==> config.mk <==
export PLATFORM = sky130hd
export DESIGN_NAME = petersen_draw_seq
export DESIGN_NICKNAME = d
export VERILOG_FILES = /design/src/rtl/petersen_pkg.sv /design/src/rtl/petersen_edge_rom.sv /design/src/rtl/petersen_draw_seq.sv
export SDC_FILE = /design/constraint.sdc
export NUM_CORES = 1
export LEC_CHECK = 0
export CORE_MARGIN = 5
export CORE_UTILIZATION = 55
export CTS_BUF_LIST = sky130_fd_sc_hd__clkbuf_8
export DETAILED_ROUTE_END_ITERATION = 12
export PLACE_DENSITY = 0.8
export SYNTH_ARGS = -nofsm -noshare
export SYNTH_HDL_FRONTEND = slang
export SYNTH_SLANG_ARGS = --single-unit
==> constraint.sdc <==
create_clock -name i_clk -period 3.3 [get_ports i_clk]
set_input_delay 0.495 -clock i_clk [delete_from_list [all_inputs] [get_ports i_clk]]
set_output_delay 0.495 -clock i_clk [all_outputs]
set_load 0.02 [all_outputs]
==> src/rtl/petersen_pkg.sv <==
// Shared definitions for the Petersen graph drawer: coordinate widths, the
// vertex/edge tables as lookup functions, and the sequencer state encoding.
package petersen_pkg;

  localparam int COORD_W   = 9;
  localparam int VID_W     = 4;
  localparam int EDGE_W    = 4;
  localparam int NUM_EDGES = 15;
  localparam logic [EDGE_W-1:0] LAST_EDGE = EDGE_W'(NUM_EDGES - 1);

  typedef logic [COORD_W-1:0] coord_t;
  typedef logic [VID_W-1:0]   vid_t;

  typedef struct packed {
    vid_t va;
    vid_t vb;
  } edge_t;

  typedef enum logic [2:0] {
    ST_IDLE  = 3'd0,
    ST_LOAD  = 3'd1,
    ST_START = 3'd2,
    ST_WAIT  = 3'd3,
    ST_GAP   = 3'd4,
    ST_FIN   = 3'd5
  } state_e;

  // Outer pentagon v0-v4, inner pentagram v5-v9, in panel pixels.
  function automatic coord_t vertex_x(input vid_t v);
    coord_t x;
    case (v)
      4'd0:    x = 9'd120;
      4'd1:    x = 9'd215;
      4'd2:    x = 9'd179;
      4'd3:    x = 9'd61;
      4'd4:    x = 9'd25;
      4'd5:    x = 9'd120;
      4'd6:    x = 9'd168;
      4'd7:    x = 9'd149;
      4'd8:    x = 9'd91;
      4'd9:    x = 9'd72;
      default: x = 9'd0;
    endcase
    return x;
  endfunction

  function automatic coord_t vertex_y(input vid_t v);
    coord_t y;
    case (v)
      4'd0:    y = 9'd60;
      4'd1:    y = 9'd129;
      4'd2:    y = 9'd241;
      4'd3:    y = 9'd241;
      4'd4:    y = 9'd129;
      4'd5:    y = 9'd110;
      4'd6:    y = 9'd145;
      4'd7:    y = 9'd200;
      4'd8:    y = 9'd200;
      4'd9:    y = 9'd145;
      default: y = 9'd0;
    endcase
    return y;
  endfunction

  function automatic edge_t edge_ends(input logic [EDGE_W-1:0] idx);
    edge_t e;
    case (idx)
      4'd0:    e = {4'd0, 4'd1};
      4'd1:    e = {4'd1, 4'd2};
      4'd2:    e = {4'd2, 4'd3};
      4'd3:    e = {4'd3, 4'd4};
      4'd4:    e = {4'd4, 4'd0};
      4'd5:    e = {4'd0, 4'd5};
      4'd6:    e = {4'd1, 4'd6};
      4'd7:    e = {4'd2, 4'd7};
      4'd8:    e = {4'd3, 4'd8};
      4'd9:    e = {4'd4, 4'd9};
      4'd10:   e = {4'd5, 4'd7};
      4'd11:   e = {4'd6, 4'd8};
      4'd12:   e = {4'd7, 4'd9};
      4'd13:   e = {4'd8, 4'd5};
      4'd14:   e = {4'd9, 4'd6};
      default: e = {4'd0, 4'd0};
    endcase
    return e;
  endfunction

endpackage

==> src/rtl/petersen_edge_rom.sv <==
// Combinational edge lookup: edge index -> endpoint coordinates of that edge.
module petersen_edge_rom
  import petersen_pkg::*;
(
  input  logic [EDGE_W-1:0] edge_idx,
  output coord_t            x1,
  output coord_t            y1,
  output coord_t            x2,
  output coord_t            y2
);

  edge_t ends_s;

  // Resolve the edge to its two vertex ids, then to panel coordinates.
  always_comb begin
    ends_s = edge_ends(edge_idx);
    x1     = vertex_x(ends_s.va);
    y1     = vertex_y(ends_s.va);
    x2     = vertex_x(ends_s.vb);
    y2     = vertex_y(ends_s.vb);
  end

endmodule

==> src/rtl/petersen_draw_seq.sv <==
// Petersen graph draw sequencer: hands the 15 edges to the SPI line engine one
// at a time over a start/done handshake, with an optional gap and timeout.
module petersen_draw_seq
  import petersen_pkg::*;
#(
  parameter int          GAP_CYCLES     = 20,
  parameter logic [23:0] TIMEOUT_CYCLES = 24'd0
) (
  input  logic               i_clk,
  input  logic               i_rst_n,
  input  logic               i_start,
  input  logic               i_line_done,
  output logic               o_line_start,
  output logic [COORD_W-1:0] o_x1,
  output logic [COORD_W-1:0] o_y1,
  output logic [COORD_W-1:0] o_x2,
  output logic [COORD_W-1:0] o_y2,
  output logic [EDGE_W-1:0]  o_edge_idx,
  output logic               o_busy,
  output logic               o_done,
  output logic               o_err
);

  localparam int GAP_W  = (GAP_CYCLES > 0) ? $clog2(GAP_CYCLES + 1) : 1;
  localparam bit GAP_EN = (GAP_CYCLES > 0);
  localparam logic [GAP_W-1:0] GAP_LAST = (GAP_CYCLES > 0) ? GAP_W'(GAP_CYCLES - 1) : GAP_W'(0);
  localparam logic [GAP_W-1:0] GAP_ONE  = GAP_W'(1);
  localparam bit          TO_EN   = (TIMEOUT_CYCLES != 24'd0);
  localparam logic [23:0] TO_LAST = TIMEOUT_CYCLES - 24'd1;

  state_e            state_r, state_s;
  logic [EDGE_W-1:0] edge_idx_r, edge_idx_s;
  logic [GAP_W-1:0]  gap_cnt_r, gap_cnt_s;
  logic [23:0]       to_cnt_r, to_cnt_s;
  coord_t            x1_r, y1_r, x2_r, y2_r;
  coord_t            x1_s, y1_s, x2_s, y2_s;
  coord_t            rom_x1_s, rom_y1_s, rom_x2_s, rom_y2_s;
  logic              line_start_r, line_start_s;
  logic              busy_r, busy_s;
  logic              done_r, done_s;
  logic              err_r, err_s;
  logic              last_edge_s, gap_done_s, timeout_s;

  petersen_edge_rom u_rom (
    .edge_idx (edge_idx_r),
    .x1       (rom_x1_s),
    .y1       (rom_y1_s),
    .x2       (rom_x2_s),
    .y2       (rom_y2_s)
  );

  // Terminal-condition decodes shared by next-state and datapath logic.
  always_comb begin
    last_edge_s = (edge_idx_r == LAST_EDGE);
    gap_done_s  = (gap_cnt_r == GAP_LAST);
    timeout_s   = TO_EN && (to_cnt_r == TO_LAST);
  end

  // State register.
  always_ff @(posedge i_clk or negedge i_rst_n) begin
    if (!i_rst_n) begin
      state_r <= ST_IDLE;
    end else begin
      state_r <= state_s;
    end
  end

  // Next-state logic; a done in the expiry cycle takes priority over the timeout.
  always_comb begin
    state_s = state_r;
    case (state_r)
      ST_IDLE: begin
        if (i_start) state_s = ST_LOAD;
        else         state_s = ST_IDLE;
      end
      ST_LOAD:  state_s = ST_START;
      ST_START: state_s = ST_WAIT;
      ST_WAIT: begin
        if (i_line_done) begin
          if (GAP_EN)           state_s = ST_GAP;
          else if (last_edge_s) state_s = ST_FIN;
          else                  state_s = ST_LOAD;
        end else if (timeout_s) begin
          state_s = ST_FIN;
        end else begin
          state_s = ST_WAIT;
        end
      end
      ST_GAP: begin
        if (!gap_done_s)      state_s = ST_GAP;
        else if (last_edge_s) state_s = ST_FIN;
        else                  state_s = ST_LOAD;
      end
      ST_FIN:  state_s = ST_IDLE;
      default: state_s = ST_IDLE;
    endcase
  end

  // Output and datapath next values; flags are decoded from the next state so
  // the registered outputs line up with the state they describe.
  always_comb begin
    edge_idx_s   = edge_idx_r;
    gap_cnt_s    = {GAP_W{1'b0}};
    to_cnt_s     = 24'd0;
    x1_s         = x1_r;
    y1_s         = y1_r;
    x2_s         = x2_r;
    y2_s         = y2_r;
    err_s        = err_r;
    line_start_s = (state_s == ST_START);
    busy_s       = (state_s == ST_LOAD) || (state_s == ST_START) ||
                   (state_s == ST_WAIT) || (state_s == ST_GAP);
    done_s       = (state_s == ST_FIN);
    case (state_r)
      ST_IDLE: begin
        if (i_start) begin
          edge_idx_s = 4'd0;
          err_s      = 1'b0;
        end else begin
          edge_idx_s = edge_idx_r;
        end
      end
      ST_LOAD: begin
        x1_s = rom_x1_s;
        y1_s = rom_y1_s;
        x2_s = rom_x2_s;
        y2_s = rom_y2_s;
      end
      ST_WAIT: begin
        to_cnt_s = to_cnt_r + 24'd1;
        if (!i_line_done && timeout_s) err_s = 1'b1;
        else                           err_s = err_r;
        if (state_s == ST_LOAD) edge_idx_s = edge_idx_r + 4'd1;
        else                    edge_idx_s = edge_idx_r;
      end
      ST_GAP: begin
        if (gap_done_s) gap_cnt_s = {GAP_W{1'b0}};
        else            gap_cnt_s = gap_cnt_r + GAP_ONE;
        if (state_s == ST_LOAD) edge_idx_s = edge_idx_r + 4'd1;
        else                    edge_idx_s = edge_idx_r;
      end
      default: begin
        edge_idx_s = edge_idx_r;
      end
    endcase
  end

  // Datapath and output registers; all clear asynchronously on reset.
  always_ff @(posedge i_clk or negedge i_rst_n) begin
    if (!i_rst_n) begin
      edge_idx_r   <= 4'd0;
      gap_cnt_r    <= {GAP_W{1'b0}};
      to_cnt_r     <= 24'd0;
      x1_r         <= 9'd0;
      y1_r         <= 9'd0;
      x2_r         <= 9'd0;
      y2_r         <= 9'd0;
      line_start_r <= 1'b0;
      busy_r       <= 1'b0;
      done_r       <= 1'b0;
      err_r        <= 1'b0;
    end else begin
      edge_idx_r   <= edge_idx_s;
      gap_cnt_r    <= gap_cnt_s;
      to_cnt_r     <= to_cnt_s;
      x1_r         <= x1_s;
      y1_r         <= y1_s;
      x2_r         <= x2_s;
      y2_r         <= y2_s;
      line_start_r <= line_start_s;
      busy_r       <= busy_s;
      done_r       <= done_s;
      err_r        <= err_s;
    end
  end

  assign o_line_start = line_start_r;
  assign o_x1         = x1_r;
  assign o_y1         = y1_r;
  assign o_x2         = x2_r;
  assign o_y2         = y2_r;
  assign o_edge_idx   = edge_idx_r;
  assign o_busy       = busy_r;
  assign o_done       = done_r;
  assign o_err        = err_r;

endmodule
==> flow_metrics.tcl, run 1 <==
set metrics [dict create \
    area_growth_pct 17.13 \
    rows 25 \
    gp_congestion 0.8805 \
    cts-hold-fix-buffers 0 \
    overflow 0 \
    p_per_area_nw_per_um2 893.3 \
    synth_top_family_by_area "compound AO/OA/AOI/OAI gates" \
    mostFrequentLayoutCell "nand2_1" \
    coreArea_um2 4817 \
    status "finished, final reports clean" \
    worstPathMaxFanout 10 \
    postCtsSetupRepairBufs 0 \
    nNetsFinal 347 \
    synth_area_leaders "dfrtp_1 (42%), ha_1 (7.7%), nand2_1 (6.5%)" \
    io_pins 48 \
    cts-resized-gates 0 \
    dr.pass1.iters 4 \
    comb_power_share_pct 54.5 \
    cts_tree "built" \
    drt_wl_total_um 5626 \
    synth-simple-area-share_pct 16.14 \
    endpoint_kind "flip-flop" \
    yosys.area_share.adder_pct 7.665 \
    tightest_slew_ns 1.021 \
    slew_violations 0 \
    clockBufferDepth 2 \
    ir_drop_mv 0.5281 \
    die_h_um 81.04 \
    synth_ff_type "dfrtp_1" \
    crit_type "flip-flop to flip-flop" \
    cts_buffers 5 \
    floorplan.initialDensity_pct 57.61 \
    syn_inst 295 \
    grt_max_degree 48 \
    setup-tns-final_ns 0 \
    synth_seq_cells 47 \
    crit_arrival_ns 3.03 \
    ys_seq_area_share_pct 42.38 \
    portBuffers 42 \
    fp.dieW_um 81.04 \
    fmaxAchievable_mhz 356.1 \
    clkTransAtPathRegs_ns 0.08 \
    multi_input_area_um2 1415 \
    viasPerCell 5.569 \
    grtUsageTotal_pct 19.06 \
    fin_crit_sh_pct 85.09 \
    drtAntennaViolNets 0 \
    clock_latency_ns 0.30 \
    reg2reg_setup_slack_ns 0.49 \
    ys_async_sr_fraction_pct 100.0 \
    synthMuxAreaShare_pct 6.898 \
    antenna_found_initial 0 \
    synth_top_area_share_pct 42.38 \
    hold_viol_final 0 \
    yosys_warnings 0 \
    drtIter0Drc 93 \
    die-area_um2 6567 \
    dp_hpwl_um 4019 \
    place_area_um2 3151 \
    htreeDepth 2 \
    synth_compound_gate_area_share_pct 17.40 \
    syn_area_um2 2775 \
    wl_per_cell_um 14.28 \
    period_minus_slack_ns 2.808 \
    grt_pass1_wl_um 9749 \
    ys_types 54 \
    clkSinkCount 47 \
    drc 0 \
    drive_above_1_share_pct 7.645 \
    intPower_mw 1.666 \
    regArea_um2 1176 \
    clock-root-buffer "clkbuf_8" \
    syn_area_per_cell_um2 9.407 \
    max_cap_viol_count 0 \
    diodes 0 \
    power_leakage_nw 1.422 \
    synth.largest_area_cell "dfrtp_1" \
    worst_ep_required_time_ns 3.53 \
    layout_common_cells "nand2_1 (48), dfrtp_1 (47), clkdlybuf4s50_1 (41)" \
    switching_power_mw 1.237 \
    skew_ns 0.009111 \
    grt_pass1_vias 2100 \
    cp-start-kind "flip-flop" \
    relSlewSlack_pct 31.91 \
    nFillCells 418 \
    setup_viol 0 \
    vias 2194 \
    synth_edf_count 0 \
    grt_setup_unrepaired "false" \
    final_cell_area_um2 3251 \
    swShare_pct 42.62 \
    p_clk_share_pct 12.8 \
    hold_path.class "primary input to asynchronous set/reset pin" \
    synthXorXnorAreaFrac_pct 2.209 \
    pwr-share-seq_pct 32.7 \
]
==> state kept, by name, indices dropped and copies added, names as in the netlist, 3 cells and up <==
register    cells
o_edge_idx      4
o_x1            8
o_y1            8
state_r         3
gap_cnt_r       5
o_y2            8
o_x2            8
==> cell usage after synthesis (all sizes together) (3+ instances only) <==
master,count
a21o,4
nand2,48
a31oi,6
xnor2,5
clkbuf,6
and3,3
mux4,3
nor2,20
o31ai,5
nand3,12
a21oi,19
mux2i,9
inv,14
ha,17
and2,3
nor3b,3
buf,17
o21ai,28
dfrtp,47
==> final cells by class <==
| class | count | share of cell area, % |
|---|---|---|
| multi-input cells | 215 | 43.53 |
| well taps | 67 | 2.579 |
| clock buffers | 7 | 2.964 |
| repair buffers | 43 | 13.01 |
| flip-flops and latches | 47 | 36.18 |
| clock inverters | 1 | 0.1155 |
| inverters | 14 | 1.617 |
==> path summary, 6_finish.rpt <==
check	from	endpoint	depth (start not counted)
max	o_edge_idx[0]	o_y1[0]	9
min	i_rst_n	o_y1[7]	1
max reg2reg	o_edge_idx[0]	o_y1[0]	9
min reg2reg	gap_cnt_r[0]	gap_cnt_r[0]	1
max in group asynchronous	i_rst_n	o_edge_idx[1]	1
min in group i_clk	gap_cnt_r[0]	gap_cnt_r[0]	1
==> critical path, cell delays in order, from the launching register on <==
cell     delay, ns
dfrtp_1       0.55
inv_1         0.16
ha_1          0.47
inv_2         0.06
mux4_1        0.60
inv_1         0.17
ha_1          0.22
nor3b_1       0.29
a31oi_1       0.08
o21ai_0       0.14
==> power groups by stage <==
| stage | Combinational (mW) | Sequential [mW] | Clock [mW] |
|---|---|---|---|
| finish | 1.58 | 0.950 | 0.371 |
| global route | 1.75 | 0.989 | 0.408 |
| CTS | 1.60 | 0.951 | 0.380 |
| detailed placement | 1.59 | 0.964 | 0 |
| global placement | 1.56 | 0.956 | 0 |
| floorplan | 0.837 | 1.15 | 0 |
==> metal layers <==
layer  vias to the layer above  track usage [%]  share of wire (%)
met1                      1052            24.79                 45
met4                         0            8.108                2.3
met5                         -                0                  0
li1                       1070                -                  -
met3                        12            3.991                4.6
met2                        60            30.79                 48
==> stage by stage <==
| step | total power [mW] | worst slack [ns] | hold slack [ns] | utilization [%] | cells |
|---|---|---|---|---|---|
| 2_1_floorplan | 1.987 | 0.6918 | 0.1994 | - | 299 |
| 3_3_place_gp | 2.519 | 0.6739 | 0.4479 | 65.40 | 386 |
| 3_5_place_dp | 2.549 | 0.5092 | 0.4562 | 65.40 | 386 |
| 4_1_cts | 2.927 | 0.4841 | 0.4026 | 67.48 | 394 |
| 5_1_grt | 3.145 | 0.2664 | 0.4640 | 67.48 | 394 |
| 6_report | 2.904 | 0.4919 | 0.3702 | 67.48 | 394 |
==> cell families (layout without fill, tap and decap cells) <==
kind of cell / after synthesis / count (layout)
AO/OA/AOI/OAI: 77 / 77
XOR/XNOR: 7 / 7
adder cells (fa/ha/maj): 17 / 17
buffers and inverters: 37 / 65
flip-flops: 47 / 47
multiplexers: 14 / 14
other: 1 / 5
AND/OR/NAND/NOR: 95 / 95
Note: power is estimated with default switching activity, not from simulation.
==> run 2, diff against run 1 <==
--- a/config.mk
+++ b/config.mk
@@ -9,7 +9,9 @@
 export CORE_UTILIZATION = 55
 export CTS_BUF_LIST = sky130_fd_sc_hd__clkbuf_8
 export DETAILED_ROUTE_END_ITERATION = 12
+export MAX_ROUTING_LAYER = met4
 export PLACE_DENSITY = 0.8
+export SETUP_SLACK_MARGIN = 0.2
 export SYNTH_ARGS = -nofsm -noshare
 export SYNTH_HDL_FRONTEND = slang
 export SYNTH_SLANG_ARGS = --single-unit
==> run 2 against run 1 <==
- global-route usage is 0.53 points higher
- clock-buffer cell count stayed put
- sequential power hardly changed
- highest routed layer unchanged
- cell count stayed put
- die area stayed put
- setup slack worse by 0.018 ns
- power hardly changed
- design area stayed put
- core utilization stayed put
- sequential share of layout area stayed put
==> flow_metrics.tcl, run 2 (synthesis gave the netlist of run 1 again) <==
set metrics [dict create \
    nNetsFinal 347 \
    setup-tns-final_ns 0 \
    r2r_cells 9 \
    drt_wl_total_um 5622 \
    wl_per_cell_um 14.27 \
    grt_pass1_vias 2098 \
    cp-start-kind "flip-flop" \
    crit_arrival_ns 3.05 \
    rows 25 \
    area_growth_pct 17.13 \
    nFillCells 418 \
    final_cell_area_um2 3251 \
    coreArea_um2 4817 \
    worstPathMaxFanout 10 \
    hold_path.class "primary input to asynchronous set/reset pin" \
    power_leakage_nw 1.422 \
    critPathLaunch "o_edge_idx[0]" \
    dr.pass1.iters 7 \
    dp_cells 386 \
    portBuffers 42 \
    period_minus_slack_ns 2.826 \
    layout_setup_ws_ns 0.4744 \
    p_total_mw 2.902 \
    p_per_area_nw_per_um2 892.9 \
    mostFrequentLayoutCell "nand2_1" \
    layout_common_cells "nand2_1 (48), dfrtp_1 (47), clkdlybuf4s50_1 (41)" \
    die_h_um 81.04 \
    cts-resized-gates 0 \
    overflow 0 \
    clockBufferDepth 2 \
    clkSinkCount 47 \
    fin_crit_sh_pct 85.62 \
    endpoint "o_y1[0]" \
    vias 2166 \
    place_area_um2 3151 \
    cts_tree "built" \
    worst_ep_required_time_ns 3.53 \
    die-area_um2 6567 \
    multi_input_area_um2 1415 \
    place_worst_setup_slack_ns 0.5092 \
    tightest_slew_ns 1.018 \
    setup_viol 0 \
    postCtsSetupRepairBufs 0 \
    reg2reg_setup_slack_ns 0.47 \
    fmaxAchievable_mhz 353.9 \
    dp_hpwl_um 4019 \
    final_cells 394 \
    io_pins 48 \
    r2r-end "o_y1[0]" \
    max_cap_viol_count 0 \
    drive_above_1_share_pct 7.645 \
    hold_viol_final 0 \
    skew_ns 0.008966 \
    clock_latency_ns 0.30 \
    diodes 0 \
    viasPerCell 5.497 \
    grt_setup_unrepaired "false" \
    postLayoutCoreUtil_pct 67.48 \
    drtAntennaViolNets 0 \
    relSlewSlack_pct 32.17 \
    crit_type "flip-flop to flip-flop" \
    grt_pass1_wl_um 9756 \
    regArea_um2 1176 \
    cts_buffers 5 \
    antenna_found_initial 0 \
    gp_congestion 0.8952 \
    drc 0 \
    slew_violations 0 \
    drtIter0Drc 101 \
    htreeDepth 2 \
    grt_max_degree 48 \
    floorplan.initialDensity_pct 57.61 \
    cts-hold-fix-buffers 0 \
    status "finished, final reports clean" \
    endpoint_kind "flip-flop" \
    timing.rr.start "o_edge_idx[0]" \
    clkTransAtPathRegs_ns 0.08 \
    ir_drop_mv 0.5286 \
    grtUsageTotal_pct 19.59 \
    fp.dieW_um 81.04 \
    whs_ns 0.3680 \
    clock-root-buffer "clkbuf_8" \
]
## run 2: worst min-delay path by stage
| stage | to | slack (ns) | depth (start not counted) |
|---|---|---|---|
| after floorplan | gap_cnt_r[0] | 0.20 | 0 |
| after global placement | gap_cnt_r[0] | 0.45 | 1 |
| after detailed placement | gap_cnt_r[0] | 0.46 | 1 |
| after CTS | o_y1[7] | 0.40 | 1 |
| after global routing | o_y2[6] | 0.46 | 1 |
| final | o_y1[7] | 0.37 | 1 |
## run 2: final cells by class
class	instances	share of cell area [%]
Sequential cell	47	36.18
Clock inverter	1	0.1155
Inverter	14	1.617
Tap cell	67	2.579
Timing Repair Buffer	43	13.01
Multi-Input combinational cell	215	43.53
Clock buffer	7	2.964
## run 2: where the power goes
group | internal (mW) | leakage, nW | total (mW) | switching, mW
clock | 0.188 | 0.0557 | 0.372 | 0.184
sequential | 0.793 | 0.583 | 0.950 | 0.157
combinational | 0.685 | 0.783 | 1.58 | 0.895
total | 1.67 | 1.42 | 2.90 | 1.24
## run 2: layer usage
| metal | wire, µm | GRT usage [%] | share of wire, % | vias up |
|---|---|---|---|---|
| li1 | - | - | - | 1070 |
| met1 | 2550 | 24.72 | 45 | 1026 |
| met2 | 2685 | 30.79 | 48 | 56 |
| met3 | 245 | 3.991 | 4.4 | 14 |
| met4 | 140 | 8.108 | 2.5 | 0 |
| met5 | 0 | - | 0 | - |
## run 2: critical path: stages, from the launching register on
cell	delay, ns
dfrtp_1	0.55
inv_1	0.17
ha_1	0.47
inv_2	0.06
mux4_1	0.60
inv_1	0.17
ha_1	0.22
nor3b_1	0.29
a31oi_1	0.08
o21ai_0	0.14
==> run 3, diff against run 2 <==
--- a/config.mk
+++ b/config.mk
@@ -5,7 +5,7 @@
 export SDC_FILE = /design/constraint.sdc
 export NUM_CORES = 1
 export LEC_CHECK = 0
-export CORE_MARGIN = 5
+export CORE_MARGIN = 4
 export CORE_UTILIZATION = 55
 export CTS_BUF_LIST = sky130_fd_sc_hd__clkbuf_8
 export DETAILED_ROUTE_END_ITERATION = 12
==> run 3 against run 2 <==
- core utilization increased by 0.052 points
- flip-flop and latch count stayed put
- hold slack about the same
- setup slack gained 0.060 ns
- routed wire length fell by 1.7%
- die area fell by 4.9%
- maximum frequency increased by 2.2%
- clock power shrank 1%
- register-to-register slack gained 0.06 ns
==> flow_metrics.tcl, run 3 (synthesis gave the netlist of run 1 again) <==
set metrics [dict create \
    clkSinkCount 47 \
    globalRouteMet3Util_pct 3.741 \
    hold_path.class "primary input to asynchronous set/reset pin" \
    drive_above_1_share_pct 8.257 \
    clock-root-buffer "clkbuf_8" \
    period_minus_slack_ns 2.765 \
    vias 2170 \
    relSlewSlack_pct 32.29 \
    die-area_um2 6247 \
    max_cap_viol_count 0 \
    p_per_area_nw_per_um2 891.7 \
    area_growth_pct 17.22 \
    wl_per_cell_um 14.03 \
    drt_wl_total_um 5526 \
    tightest_slew_ns 1.016 \
    r2r-end "o_y1[0]" \
    fmaxAchievable_mhz 361.6 \
    dp_hpwl_um 3917 \
    final_cell_area_um2 3253 \
    fp.dieW_um 79.04 \
    crit_type "flip-flop to flip-flop" \
    drtAntennaViolNets 0 \
    grt_pass1_wl_um 9839 \
    clkTransAtPathRegs_ns 0.08 \
    critPathLaunch "o_edge_idx[0]" \
    skew_ns 0.002612 \
    postLayoutCoreUtil_pct 67.53 \
    grtUsageTotal_pct 20.21 \
    ir_drop_mv 0.5500 \
    cts_tree "built" \
    timing.rr.start "o_edge_idx[0]" \
    antenna_found_initial 0 \
    r2r_cells 9 \
    status "finished, final reports clean" \
    worstPathMaxFanout 10 \
    endpoint "o_y1[0]" \
    clockBufferDepth 2 \
    io_pins 48 \
    gp_congestion 0.8739 \
    cts-hold-fix-buffers 0 \
    viasPerCell 5.508 \
    crit_arrival_ns 2.99 \
    floorplan.initialDensity_pct 57.61 \
    mostFrequentLayoutCell "nand2_1" \
    layout_common_cells "nand2_1 (48), dfrtp_1 (45), clkdlybuf4s50_1 (41)" \
    coreArea_um2 4817 \
    clock_latency_ns 0.30 \
    setup_viol 0 \
    endpoint_kind "flip-flop" \
    diodes 0 \
    setup-tns-final_ns 0 \
    cts_buffers 5 \
    drtIter0Drc 111 \
    htreeDepth 2 \
    grtUsageMet2_pct 31.23 \
    drc 0 \
    use_met1_pct 26.65 \
    overflow 0 \
    grt_setup_unrepaired "false" \
    nNetsFinal 347 \
    slew_violations 0 \
    reg2reg_setup_slack_ns 0.53 \
    die_h_um 79.04 \
    rows 25 \
    fin_crit_sh_pct 83.79 \
    grt_pass1_vias 2119 \
    busiest_layer "met2" \
    cp-start-kind "flip-flop" \
    portBuffers 42 \
    dr.pass1.iters 4 \
    place_area_um2 3151 \
    hold_viol_final 0 \
    power_leakage_nw 1.419 \
    place_worst_setup_slack_ns 0.5006 \
    grt_max_degree 48 \
    layout_setup_ws_ns 0.5348 \
    worst_ep_required_time_ns 3.52 \
]
-- run 3: cell counts in the layout (fill, tap and decap cells not counted) --
No cell type changed its count.
-- run 3: area by class of cell --
type / count / area, µm²
fillers: 439 / 1564
multi-input cells: 215 / 1415
flip-flops and latches: 47 / 1179
repair buffers: 43 / 422.9
clock buffers: 7 / 96.34
well taps: 67 / 83.83
inverters: 14 / 52.55
clock inverters: 1 / 3.754
-- run 3: repair_timing --
action / CTS / global route
buffers inserted: 0 / 0
resized for setup: 0 / 2
endpoints found under the hold margin: 0 / 0
setup endpoints to repair: 0 / 2
-- run 3: per-stage QoR --
| stage | total power [mW] | hold slack [ns] | instances |
|---|---|---|---|
| after detailed placement | 2.549 | 0.4597 | 386 |
| after global placement | 2.517 | 0.4462 | 386 |
| final | 2.901 | 0.3677 | 394 |
| after CTS | 2.928 | 0.4033 | 394 |
| after floorplan | 1.987 | 0.1994 | 299 |
| after global routing | 3.153 | 0.4558 | 394 |
-- run 3: where the power goes --
| part | leakage (nW) | internal, mW | switching, mW |
|---|---|---|---|
| Sequential | 0.580 | 0.795 | 0.160 |
| Combinational | 0.783 | 0.686 | 0.894 |
| Clock | 0.0557 | 0.188 | 0.179 |
-- run 3: worst min path at each step --
stage                         endpoint  depth (start not counted)         start  slack [ns]
after detailed placement       o_x2[5]                          2       o_x2[5]        0.46
after floorplan           gap_cnt_r[0]                          0       i_rst_n        0.20
final                          o_y1[7]                          1       i_rst_n        0.37
after global placement    gap_cnt_r[0]                          1  gap_cnt_r[0]        0.45
after CTS                 gap_cnt_r[3]                          1       i_rst_n        0.40
after global routing           o_y1[5]                          1       i_rst_n        0.46
-- run 3: critical path, cell delays in order, from the launching register on --
cell and delay (ns):
dfrtp_2 0.48, inv_1 0.13, ha_1 0.46, inv_2 0.06
mux4_1 0.61, inv_1 0.17, ha_1 0.23, nor3b_1 0.31
a31oi_1 0.08, o21ai_0 0.15
-- run 3: per-layer routing --
layer | wire length, µm | vias to the layer above
met1 | 2469 | 1030
met2 | 2649 | 64
met4 | 102 | 0
li1 | - | 1067
met5 | 0 | -
met3 | 304 | 9
